`config.mk`:
```
export PLATFORM = sky130hd
export DESIGN_NAME = st_packet_arbiter
export DESIGN_NICKNAME = d
export VERILOG_FILES = /design/src/rtl/st_packet_arbiter.sv
export SDC_FILE = /design/constraint.sdc
export NUM_CORES = 1
export LEC_CHECK = 0
export ABC_AREA = 0
export CORE_ASPECT_RATIO = 1.5
export CORE_MARGIN = 2
export CORE_UTILIZATION = 32
export CTS_CLUSTER_SIZE = 30
export DETAILED_ROUTE_END_ITERATION = 10
export GPL_TIMING_DRIVEN = 0
export PLACE_DENSITY = 0.85
export SETUP_SLACK_MARGIN = 0.15
export SYNTH_ARGS = -nofsm -noshare
export SYNTH_HDL_FRONTEND = slang
export SYNTH_SLANG_ARGS = --single-unit
```
`constraint.sdc`:
```
create_clock -name clock -period 2.6 [get_ports clock]
set_input_delay 0.65 -clock clock [delete_from_list [all_inputs] [get_ports clock]]
set_output_delay 0.65 -clock clock [all_outputs]
set_load 0.02 [all_outputs]
```
`src/rtl/st_packet_arbiter.sv`:
```
// st_packet_arbiter
//   Round-robin, packet-locked arbiter that shares one Avalon-ST sink among
//   N Avalon-ST sources. Once a channel is granted it keeps the sink until it
//   sends an eop beat, so packets are never interleaved. Each forwarded beat
//   is tagged with its source channel on out_channel.
//
// Ports
//   clock              rising-edge clock
//   reset              synchronous, active-low
//   in_valid/in_ready  per-channel handshake (in_ready is one-hot or zero)
//   in_data            channel k at [k*WIDTH +: WIDTH]
//   in_sop/in_eop      per-channel framing
//   out_valid/ready    sink handshake
//   out_data/sop/eop   forwarded beat of the granted channel (zero when idle)
//   out_channel        index of the granted channel
//   busy               high while a packet is in progress
module st_packet_arbiter #(
  parameter  int WIDTH = 8,
  parameter  int N     = 4,
  localparam int CW    = $clog2(N)
) (
  input  logic                 clock,
  input  logic                 reset,
  input  logic [N-1:0]         in_valid,
  output logic [N-1:0]         in_ready,
  input  logic [N*WIDTH-1:0]   in_data,
  input  logic [N-1:0]         in_sop,
  input  logic [N-1:0]         in_eop,
  output logic                 out_valid,
  input  logic                 out_ready,
  output logic [WIDTH-1:0]     out_data,
  output logic                 out_sop,
  output logic                 out_eop,
  output logic [CW-1:0]        out_channel,
  output logic                 busy
);

  typedef enum logic [1:0] {
    IDLE   = 2'b01,
    LOCKED = 2'b10
  } state_t;

  state_t        state;
  logic [CW-1:0] g;
  logic [CW-1:0] last;
  logic [CW-1:0] sel;
  logic          locked;

  assign locked = (state == LOCKED);

  // Rotating priority: first requester found scanning upward from last+1,
  // wrapping modulo N (N need not be a power of two). The previous winner is
  // checked last, which gives the one-serve-each fairness.
  always_comb begin
    logic          found;
    logic [CW-1:0] cand;
    int            s;
    found = 1'b0;
    sel   = '0;
    cand  = '0;
    s     = 0;
    for (int i = 1; i <= N; i++) begin
      s    = (int'(last) + i) % N;
      cand = CW'(s);
      if (!found && in_valid[cand]) begin
        found = 1'b1;
        sel   = cand;
      end
    end
  end

  // Combinational data path from the granted channel; beat fields are
  // forced to zero whenever nothing is being offered.
  always_comb begin
    in_ready  = '0;
    out_valid = 1'b0;
    out_data  = '0;
    out_sop   = 1'b0;
    out_eop   = 1'b0;
    if (locked) begin
      in_ready[g] = out_ready;
      out_valid   = in_valid[g];
      if (in_valid[g]) begin
        out_data = in_data[g*WIDTH +: WIDTH];
        out_sop  = in_sop[g];
        out_eop  = in_eop[g];
      end
    end
  end

  assign out_channel = g;
  assign busy        = locked;

  always_ff @(posedge clock) begin
    if (!reset) begin
      state <= IDLE;
      g     <= '0;
      last  <= CW'(N-1);
    end else begin
      case (state)
        IDLE: begin
          if (|in_valid) begin
            g     <= sel;
            state <= LOCKED;
          end
        end
        LOCKED: begin
          // Only an eop transfer releases the lock; sop is never examined.
          if (out_valid && out_ready && out_eop) begin
            last  <= g;
            state <= IDLE;
          end
        end
        default: state <= IDLE;
      endcase
    end
  end

endmodule
```
# After elaboration in Yosys (flattened, before gate mapping)
# Index checks and enable logic that the tools add are counted.
# W data, S select, Z words.
word_totals:
  in_bits: 47
  output_inout_bits: 18
  reg_bits: 6
  word_cells: 66
classes:
  add_sub_neg: 4
  magnitude_cmp: 6
  bitwise_logic: 1
  mux: 34
  n_reduce_logical: 13
  n_eq_ne: 4
  n_shift: 1
ops:
  columns: ["op", "count"]
  rows:
  - ["$shiftx A32 B6 Y8", 1]
  - ["$mux W1", 16]
  - ["$mux W8", 2]
  - ["$lt A2 B3 Y1 const B", 5]
  - ["$bmux W1 S2", 7]
  - ["$mux W2", 6]
  - ["$logic_and A1 B1 Y1", 6]
  - ["$reduce_and A2 Y1", 3]
  - ["$add A2 B1 Y2 const B", 2]
  - ["$add A2 B2 Y2 const B", 2]
  - ["$and A4 B4 Y4", 1]
  - ["$mux W4", 1]
  - ["$pmux W2 S2", 1]
  - ["$reduce_or A4 Y1", 1]
  - ["$logic_not A1 Y1", 3]
  - ["$demux W1 S2", 1]
  - ["$eq A2 B1 Y1 const B", 1]
  - ["$eq A2 B2 Y1 const B", 1]
  - ["$ge A2 B1 Y1 const B", 1]
  - ["$ne A2 B1 Y1 const B", 1]
  - ["$ne A2 B2 Y1 const B", 1]

# Longest topological paths before layout
# Gate-level depths: netlist of run 1.
depth:
  ltp_word: 13
  depth_mapped: 5
  mapped_depth_nobuf: 4

# Worst setup path after synthesis of run 1
# No wires, ideal clock.
synth_path:
  path_kind: "reg-to-output"
  from: "reg g[0] (netlist: out_channel[0])"
  to: "out out_data[0]"
  path_slack_ns: 0.343
  stages_incl_launch_ff: 5
  arrival_ns: 1.607
  n_path_buf: 2
  required_time_ns: 1.950
  path_cell_list: "dfxtp_1 > buf_6 > buf_2 > mux4_2 > and3_1"
synth_via:
  elab_chain_len: 4
  elab_cells_between_ends: 5
  classes_between: "1 x shift; 4 x mux"
synth_lines:
  columns: ["item", "line", "text"]
  rows:
  - ["start: declaration", "44", "logic [CW-1:0] g;"]
  - ["start signal: assignment", "103", "g <= sel;"]
  - ["branches (longest 2 deep; another with $shiftx A32 B6 Y8)", null, null]
  - ["$mux W8 (*)", "83", "if (in_valid[g]) begin"]
  - ["$mux W8 (*)", "80", "if (locked) begin"]
  - ["end: declaration", "31", "output logic [WIDTH-1:0] out_data,"]
# Every way passes the cells marked *. The select of a mux whose other input is x is not followed.

# Worst setup path in the final report of run 1
layout_path:
  from: "in in_eop[3]"
  to: "out out_eop"
layout_via:
  elab_chain_len: 4
layout_lines:
  columns: ["item", "line", "text"]
  rows:
  - ["start: declaration", "28", "input logic [N-1:0] in_eop,"]
  - ["$bmux W1 S2", "86", "out_eop = in_eop[g];"]
  - ["$mux W1 (not written as such)", "86", null]
  - ["$mux W1", "83", null]
  - ["$mux W1", "80", null]
  - ["end: declaration", "33", "output logic out_eop,"]
# Every way passes these cells. The select of a mux whose other input is x is not followed.

==> metrics.txt, run 1 <==
# TYPE chip_impl_metric gauge
chip_impl_metric{name="seq_power_share",unit=""} 0.234
chip_impl_metric{name="dp_hpwl",unit="mm"} 2.20
chip_impl_metric{name="num_antenna_cells",unit=""} 0
chip_impl_metric{name="drc_errors",unit=""} 0
chip_impl_info{name="synth-main-ff-cell",value="sky130_fd_sc_hd__dfxtp_1"} 1
chip_impl_metric{name="yosys_register_bits",unit=""} 6
chip_impl_metric{name="critical_path_required",unit="ns"} 1.95
chip_impl_info{name="worst_path_max_delay_cell",value="sky130_fd_sc_hd__mux4_2"} 1
chip_impl_metric{name="dieArea",unit="sq um"} 2520
chip_impl_info{name="synth_area_leader_cell",value="sky130_fd_sc_hd__mux4_2"} 1
chip_impl_info{name="tritoncts_clock_tree",value="yes"} 1
chip_impl_metric{name="worst_skew_pair.late_latency",unit="ns"} 0.24
chip_impl_info{name="dominant_cell_by_count_in_the_synthesized_netlist",value="sky130_fd_sc_hd__mux4_2"} 1
chip_impl_info{name="timing.rr.start",value="out_channel[0]$_SDFFE_PN0P_"} 1
chip_impl_metric{name="timing_worst_slew_pin_value",unit="ns"} 0.329
chip_impl_metric{name="routed_wl",unit="mm"} 2.98
chip_impl_metric{name="layout_min_cycle_time",unit="ns"} 2.52
chip_impl_info{name="holdCritStartpoint",value="last[0]$_SDFFE_PN1P_"} 1
chip_impl_metric{name="synth_top_area_share",unit=""} 0.364
chip_impl_info{name="unrepaired_setup_endpoints_after_global_routing",value="yes"} 1
chip_impl_metric{name="maxCapViolCount",unit=""} 0
chip_impl_metric{name="drtAntennaViolNets",unit=""} 0
chip_impl_metric{name="port-buffer-count",unit=""} 64
chip_impl_metric{name="rr_worst_depth",unit=""} 7
chip_impl_metric{name="power.switching",unit="mW"} 0.144
chip_impl_metric{name="worstPathMaxFanout",unit=""} 2
chip_impl_info{name="root_buffer",value="sky130_fd_sc_hd__clkbuf_4"} 1
chip_impl_metric{name="first_global_vias",unit=""} 869
chip_impl_metric{name="vias_per_cell",unit=""} 5.45
chip_impl_info{name="holdCritPathClass",value="reg2reg"} 1
chip_impl_info{name="run_status",value="completed"} 1
chip_impl_metric{name="grt_first_pass_wirelength",unit="mm"} 4.28
chip_impl_metric{name="mappedNetlistArea",unit="sq um"} 681
chip_impl_info{name="yosys-top-cells-count",value="11 x sky130_fd_sc_hd__mux4_2, 10 x sky130_fd_sc_hd__and3_1, 6 x sky130_fd_sc_hd__dfxtp_1, 5 x sky130_fd_sc_hd__nand2_1, 4 x sky130_fd_sc_hd__inv_1"} 1
chip_impl_metric{name="slew_headroom",unit=""} 0.780
chip_impl_metric{name="gpl.final_weighted_congestion",unit=""} 0.845
chip_impl_metric{name="clock_skew",unit="ns"} 0.000224
chip_impl_metric{name="wl_met2",unit="mm"} 1.61
chip_impl_metric{name="route.vias.total",unit=""} 894
chip_impl_metric{name="overflow",unit=""} 0
chip_impl_metric{name="hold_viol",unit=""} 0
chip_impl_metric{name="layout-drive-gt1-share",unit=""} 0.394
chip_impl_metric{name="post_drt_wl_per_cell",unit="microns"} 18.2
chip_impl_metric{name="multi_input_area",unit="sq um"} 573
chip_impl_metric{name="cellLeakagePower",unit="nW"} 0.959
chip_impl_metric{name="cts_max_level",unit=""} 1
chip_impl_metric{name="synth_sequential_area_ratio",unit=""} 0.176
chip_impl_info{name="critPathKind",value="in2out"} 1
chip_impl_metric{name="ir_worst_vdd",unit="mV"} 0.251
chip_impl_metric{name="final.period_utilization",unit=""} 0.970
chip_impl_metric{name="synth.distinct_cells",unit=""} 24
chip_impl_info{name="critical_path.startpoint_type",value="input port"} 1
chip_impl_metric{name="die_y",unit="microns"} 60.5
chip_impl_metric{name="max-clock-path-buffers",unit=""} 2
chip_impl_metric{name="timing.critical_path.arrival",unit="ns"} 1.87
chip_impl_metric{name="max_freq",unit="MHz"} 396
chip_impl_metric{name="iteration_0_drc_count_of_the_detailed_router",unit=""} 25
chip_impl_info{name="synth_area_leaders",value="sky130_fd_sc_hd__mux4_2 36%, sky130_fd_sc_hd__dfxtp_1 18%, sky130_fd_sc_hd__and3_1 9.2%"} 1
chip_impl_metric{name="critical_path_buf_inv_count",unit=""} 2
chip_impl_metric{name="nets",unit=""} 191
chip_impl_info{name="timing.critical_path.to_type",value="output pin"} 1
chip_impl_metric{name="share_of_total_power_in_combinational_logic",unit=""} 0.592
chip_impl_metric{name="holdBufCountCts",unit=""} 0
chip_impl_metric{name="final_max_slew_viol_count",unit=""} 0
chip_impl_metric{name="fin_worst_hold_slack",unit="ns"} 0.551
chip_impl_metric{name="drt-pass1-iter-count",unit=""} 4
chip_impl_metric{name="register_area",unit="sq um"} 120
chip_impl_metric{name="clk_pin_slew_worst_paths",unit="ns"} 0.04
chip_impl_metric{name="areaGrowthSynthToFinish",unit="%"} 131
chip_impl_metric{name="postSynth.asyncResetShare",unit=""} 0
chip_impl_metric{name="layout.filler_cells",unit=""} 113
chip_impl_info{name="path_delay_family",value="buffers and inverters"} 1
chip_impl_metric{name="sw_frac_of_total",unit=""} 0.308
chip_impl_metric{name="synth_area_per_cell",unit="sq um"} 10.0
chip_impl_metric{name="cts_made_buffers",unit=""} 3
chip_impl_metric{name="critPathMaxStageDelay",unit="ns"} 0.49
chip_impl_metric{name="syn_nets",unit=""} 115
chip_impl_metric{name="core_area",unit="sq um"} 2030
chip_impl_info{name="worstReg2RegEnd",value="last[0]$_SDFFE_PN1P_"} 1
chip_impl_metric{name="synth.yosys.warnings",unit=""} 0
chip_impl_info{name="maxUsedRoutingLayer",value="met4"} 1
chip_impl_metric{name="power.share.clock",unit=""} 0.174
chip_impl_metric{name="clock_sinks",unit=""} 6
chip_impl_metric{name="fp-row-count",unit=""} 20
chip_impl_metric{name="synth_enable_flop_cells",unit=""} 0
chip_impl_metric{name="p_int",unit="mW"} 0.325
chip_impl_metric{name="overall_routing_resource_usage",unit=""} 0.222
chip_impl_metric{name="route.met3.wl",unit="microns"} 181
chip_impl_metric{name="min_path_cells",unit=""} 2
chip_impl_info{name="cp_cell_sequence",value="clkdlybuf4s50_1 -> mux4_2 -> and3_4 -> buf_6"} 1
chip_impl_info{name="hold_ep",value="last[0]$_SDFFE_PN1P_"} 1
chip_impl_metric{name="grt_antenna_before_repair",unit=""} 0
chip_impl_metric{name="ff2ff_setup_slack",unit="ns"} 0.85
chip_impl_metric{name="post-layout-total-power",unit="mW"} 0.469
chip_impl_metric{name="wl_met1",unit="mm"} 1.16
chip_impl_metric{name="setup_viol_count_final",unit=""} 0
chip_impl_metric{name="grt_max_degree",unit=""} 11
chip_impl_metric{name="num_io_pins",unit=""} 65
chip_impl_metric{name="start_util",unit=""} 0.336
chip_impl_metric{name="die_w",unit="microns"} 41.7
chip_impl_metric{name="synthesis.instances",unit=""} 68
chip_impl_metric{name="power.density_cell_area",unit="nW/um^2"} 298
## worst max path at each step
stage / startpoint / end / cells past startpoint
6_report: in_eop[3] / out_eop / 4
5_1_grt: in_eop[3] / out_eop / 4
4_1_cts: in_eop[2] / out_eop / 4
3_5_place_dp: in_valid[3] / out_data[4] / 5
3_3_place_gp: in_valid[3] / out_data[4] / 5
2_1_floorplan: out_channel[0]$_SDFFE_PN0P_ / out_data[0] / 4
## what timing repair did
action	CTS	global route
endpoints found under the setup margin	16	16
cloned	1	0
buffers inserted	2	4
pin swaps	2	10
gates resized for setup	80	68
## power by group through the flow
| stage | logic, mW | clock network [mW] | registers [mW] |
|---|---|---|---|
| finish | 0.278 | 0.0814 | 0.110 |
| global placement | 0.233 | 0 | 0.109 |
| CTS | 0.256 | 0.0864 | 0.109 |
| floorplan | 0.122 | 0 | 0.113 |
| global route | 0.295 | 0.0915 | 0.111 |
| detailed placement | 0.239 | 0 | 0.110 |
## flip-flops by register name (all words and copies together), names as in the netlist
signal,flops
state,2
last,2
out_channel,2
## metrics by stage
stage / instance area (sq um) / setup WS [ns] / std cells / util / setup TNS, ns
final: 1570 / 0.0777 / 164 / 0.777 / 0
after global routing: 1570 / 0.0601 / 164 / 0.777 / 0
after CTS: 1380 / 0.0754 / 160 / 0.680 / 0
after detailed placement: 1350 / -0.673 / 154 / 0.665 / -7.40
after global placement: 1350 / -0.643 / 154 / 0.665 / -7.02
after floorplan: 681 / 0.343 / 68 / - / 0
## final cells by class
cell class	count	area share
flip-flops and latches	6	0.0763
inverters	4	0.00954
multi-input cells	53	0.364
well taps	22	0.0175
repair buffers	71	0.490
clock buffers	3	0.0143
plain buffers	5	0.0278
## layer usage
layer	track usage	up-vias
met1	0.262	432
met2	0.400	41
met4	0.0876	0
li1	-	417
met5	0	-
met3	0.0417	4
## layout by cell type (no fill, tap or decap), drive strengths merged
cell / count
o21a: 1
clkdlybuf4s50: 8
o21ai: 3
nor3: 2
nor2b: 2
dfxtp: 6
o22a: 1
nor4: 1
nand3: 1
a21o: 2
mux2i: 3
buf: 26
clkbuf: 6
nand4: 1
o211ai: 1
mux4: 11
nor3b: 1
dlygate4sd2: 1
inv: 4
nand2b: 1
nor2: 3
nand3b: 1
dlymetal6s2s: 37
and3: 10
a31oi: 3
nand2: 5
clkdlybuf4s15: 1
## worst register-to-register path, stage by stage (launching register included)
cell and delay (ns):
sky130_fd_sc_hd__dfxtp_1 0.34, sky130_fd_sc_hd__buf_6 0.13, sky130_fd_sc_hd__buf_4 0.13, sky130_fd_sc_hd__mux4_2 0.51, sky130_fd_sc_hd__buf_4 0.16, sky130_fd_sc_hd__nand4_2 0.11
sky130_fd_sc_hd__mux2i_1 0.19, sky130_fd_sc_hd__nand2_1 0.06
## cells by family after synthesis
family | count (synthesis) | synth area share
and+or+nand+nor | 28 | 0.243
buffers and inverters | 9 | 0.0662
muxes | 14 | 0.408
AOI/OAI and AO/OA | 11 | 0.107
DFF | 6 | 0.176
Power figures use the tool's default switching activity.
==> run 2, diff against run 1 <==
CORE_UTILIZATION = 33   (was 32)
CTS_BUF_LIST = sky130_fd_sc_hd__clkbuf_8   (was default)
PLACE_DENSITY = default   (was 0.85)
PLACE_DENSITY_LB_ADDON = 0.12   (was default)
==> run 2 against run 1 <==
Utilization decreased by 3.0 points. Critical endpoint is now out_sop. Register-to-register slack about the same. Design area decreased by 6.2%. Critical path depth unchanged. Total power increased by 7.2%. First-iteration DRC count decreased by 68%. Sequential power about the same. Critical path type unchanged. Largest power group unchanged. Non-clock buffer count decreased by 4. Setup slack improved by 0.049 ns. Worst hold slack improved by 0.020 ns. Highest routed layer unchanged. Routed wire length decreased by 14%. Clock power increased by 73%.
==> metrics.txt, run 2 (same netlist as run 1, synthesis figures left out) <==
# TYPE chip_impl_metric gauge
chip_impl_info{name="unrepaired_setup_endpoints_after_global_routing",value="yes"} 1
chip_impl_metric{name="holdBufCountCts",unit=""} 0
chip_impl_metric{name="gpl.final_weighted_congestion",unit=""} 0.687
chip_impl_metric{name="multi_input_area",unit="sq um"} 573
chip_impl_metric{name="port-buffer-count",unit=""} 64
chip_impl_metric{name="drt-pass1-iter-count",unit=""} 4
chip_impl_metric{name="hold_viol",unit=""} 0
chip_impl_metric{name="drtAntennaViolNets",unit=""} 0
chip_impl_metric{name="overall_routing_resource_usage",unit=""} 0.226
chip_impl_metric{name="layout.filler_cells",unit=""} 144
chip_impl_info{name="timing.critical_path.to_type",value="output pin"} 1
chip_impl_metric{name="die_y",unit="microns"} 59.6
chip_impl_metric{name="cts_made_buffers",unit=""} 3
chip_impl_metric{name="sw_frac_of_total",unit=""} 0.297
chip_impl_info{name="cp_cell_sequence",value="clkdlybuf4s50_1 -> mux4_2 -> and3_4 -> buf_4"} 1
chip_impl_metric{name="max_freq",unit="MHz"} 404
chip_impl_metric{name="nets",unit=""} 187
chip_impl_metric{name="cellLeakagePower",unit="nW"} 0.762
chip_impl_metric{name="worst_skew_pair.late_latency",unit="ns"} 0.23
chip_impl_info{name="timing.rr.start",value="out_channel[0]$_SDFFE_PN0P_"} 1
chip_impl_metric{name="power.switching",unit="mW"} 0.149
chip_impl_metric{name="critical_path_required",unit="ns"} 1.95
chip_impl_metric{name="p_int",unit="mW"} 0.353
chip_impl_metric{name="power.density_cell_area",unit="nW/um^2"} 340
chip_impl_metric{name="route.vias.total",unit=""} 856
chip_impl_metric{name="iteration_0_drc_count_of_the_detailed_router",unit=""} 8
chip_impl_metric{name="cts_max_level",unit=""} 1
chip_impl_info{name="worst_path_max_delay_cell",value="sky130_fd_sc_hd__mux4_2"} 1
chip_impl_metric{name="max-clock-path-buffers",unit=""} 2
chip_impl_metric{name="setup_viol_count_final",unit=""} 0
chip_impl_metric{name="clk_pin_slew_worst_paths",unit="ns"} 0.03
chip_impl_metric{name="seq_power_share",unit=""} 0.218
chip_impl_metric{name="timing_worst_slew_pin_value",unit="ns"} 0.359
chip_impl_info{name="root_buffer",value="sky130_fd_sc_hd__clkbuf_8"} 1
chip_impl_metric{name="final.period_utilization",unit=""} 0.951
chip_impl_metric{name="post_drt_wl_per_cell",unit="microns"} 16.1
chip_impl_metric{name="timing.critical_path.arrival",unit="ns"} 1.82
chip_impl_metric{name="postLayoutCellArea",unit="sq um"} 1480
chip_impl_metric{name="first_global_vias",unit=""} 818
chip_impl_metric{name="dpl_cell_area",unit="sq um"} 1350
chip_impl_metric{name="start_util",unit=""} 0.344
chip_impl_metric{name="routed_wl",unit="mm"} 2.58
chip_impl_metric{name="grt_max_degree",unit=""} 11
chip_impl_metric{name="worstPathMaxFanout",unit=""} 1
chip_impl_metric{name="vias_per_cell",unit=""} 5.35
chip_impl_metric{name="die_w",unit="microns"} 41.1
chip_impl_info{name="holdCritStartpoint",value="last[0]$_SDFFE_PN1P_"} 1
chip_impl_metric{name="register_area",unit="sq um"} 120
chip_impl_metric{name="num_antenna_cells",unit=""} 0
chip_impl_metric{name="dp_hpwl",unit="mm"} 1.94
chip_impl_metric{name="num_io_pins",unit=""} 65
chip_impl_metric{name="dieArea",unit="sq um"} 2450
chip_impl_metric{name="grt_antenna_before_repair",unit=""} 0
chip_impl_metric{name="overflow",unit=""} 0
chip_impl_metric{name="power.share.clock",unit=""} 0.281
chip_impl_info{name="holdCritPathClass",value="reg2reg"} 1
chip_impl_metric{name="fp-row-count",unit=""} 20
chip_impl_metric{name="final_max_slew_viol_count",unit=""} 0
chip_impl_info{name="crit_start",value="in_sop[0]"} 1
chip_impl_metric{name="clock_skew",unit="ns"} 0.00470
chip_impl_metric{name="ir_worst_vdd",unit="mV"} 0.408
chip_impl_metric{name="layout_min_cycle_time",unit="ns"} 2.47
chip_impl_info{name="run_status",value="completed"} 1
chip_impl_metric{name="totalNegativeSetupSlack",unit="ns"} 0
chip_impl_metric{name="layout-drive-gt1-share",unit=""} 0.370
chip_impl_metric{name="areaGrowthSynthToFinish",unit="%"} 117
chip_impl_info{name="layout.cells.most_common",value="sky130_fd_sc_hd__dlygate4sd2_1"} 1
chip_impl_metric{name="clock_sinks",unit=""} 6
chip_impl_metric{name="core_area",unit="sq um"} 1980
chip_impl_info{name="tritoncts_clock_tree",value="yes"} 1
chip_impl_info{name="critPathKind",value="in2out"} 1
chip_impl_metric{name="maxCapViolCount",unit=""} 0
chip_impl_metric{name="drc_errors",unit=""} 0
chip_impl_metric{name="grt_first_pass_wirelength",unit="mm"} 3.68
chip_impl_info{name="critical_path.startpoint_type",value="input port"} 1
chip_impl_metric{name="slew_headroom",unit=""} 0.758
chip_impl_info{name="layout.cells.most_common_list",value="22 x sky130_fd_sc_hd__dlygate4sd2_1, 15 x sky130_fd_sc_hd__dlymetal6s2s_1, 13 x sky130_fd_sc_hd__buf_6, 11 x sky130_fd_sc_hd__mux4_2, 10 x sky130_fd_sc_hd__and3_4"} 1
chip_impl_metric{name="share_of_total_power_in_combinational_logic",unit=""} 0.501
chip_impl_metric{name="critPathMaxStageDelay",unit="ns"} 0.44
## run 2: changes by cell type in the layout (fill, tap and decap cells not counted), sizes merged
cell           change
dlymetal6s2s      -22
dlygate4sd2       +21
buf                -4
clkbuf             -1
clkdlybuf4s15      +1
clkdlybuf4s50      +1
## run 2: area by class of cell
class,count,area share
multi-input combinational,53,0.388
buffer,5,0.0297
clock buffer,3,0.0280
sequential,6,0.0814
tap,22,0.0186
inverter,4,0.0102
timing repair buffer,67,0.444
## run 2: path summary, 6_finish.rpt
kind	end	slack, ns	cells past startpoint
max	out_sop	0.13	4
min	last[0]$_SDFFE_PN1P_	0.57	2
max reg2reg	last[0]$_SDFFE_PN1P_	0.85	6
min reg2reg	last[0]$_SDFFE_PN1P_	0.57	2
## run 2: power by group through the flow
stage                     combinational, mW  clock, mW  sequential (mW)
final                                 0.252      0.141            0.110
after global routing                  0.272      0.150            0.111
after CTS                             0.250      0.145            0.109
after detailed placement              0.240          0            0.110
after global placement                0.235          0            0.109
after floorplan                       0.122          0            0.113
## run 2: critical path: cells and delay by family
kind | cells | cell delay [ns]
muxes | 1 | 0.44
buffers and inverters | 2 | 0.55
and+or+nand+nor | 1 | 0.18
## run 2: stage by stage
stage                      util  cells  hold WS [ns]  setup slack, ns  total power, mW
after floorplan               -     68         0.482            0.343            0.235
after global placement    0.682    154         0.535           -0.640            0.344
after detailed placement  0.682    154         0.552           -0.667            0.350
after CTS                 0.711    160         0.588           0.0896            0.504
after global routing      0.747    160         0.620           0.0788            0.533
final                     0.747    160         0.571            0.127            0.503
## run 2: metal layers
metal / vias to the layer above / part of all wire / global-route usage
li1: 411 / - / -
met1: 401 / 0.33 / 0.239
met2: 39 / 0.54 / 0.371
met3: 5 / 0.11 / 0.0789
met4: 0 / 0.018 / 0.119
met5: - / 0 / 0
## run 2: timing repair
item / 4_1_cts / 5_1_grt
endpoints found under the hold margin: 0 / 0
gates resized for setup: 111 / 31
gates cloned: 1 / 0
endpoints found under the setup margin: 16 / 15
pin swaps: 6 / 6
buffers inserted: 2 / 0
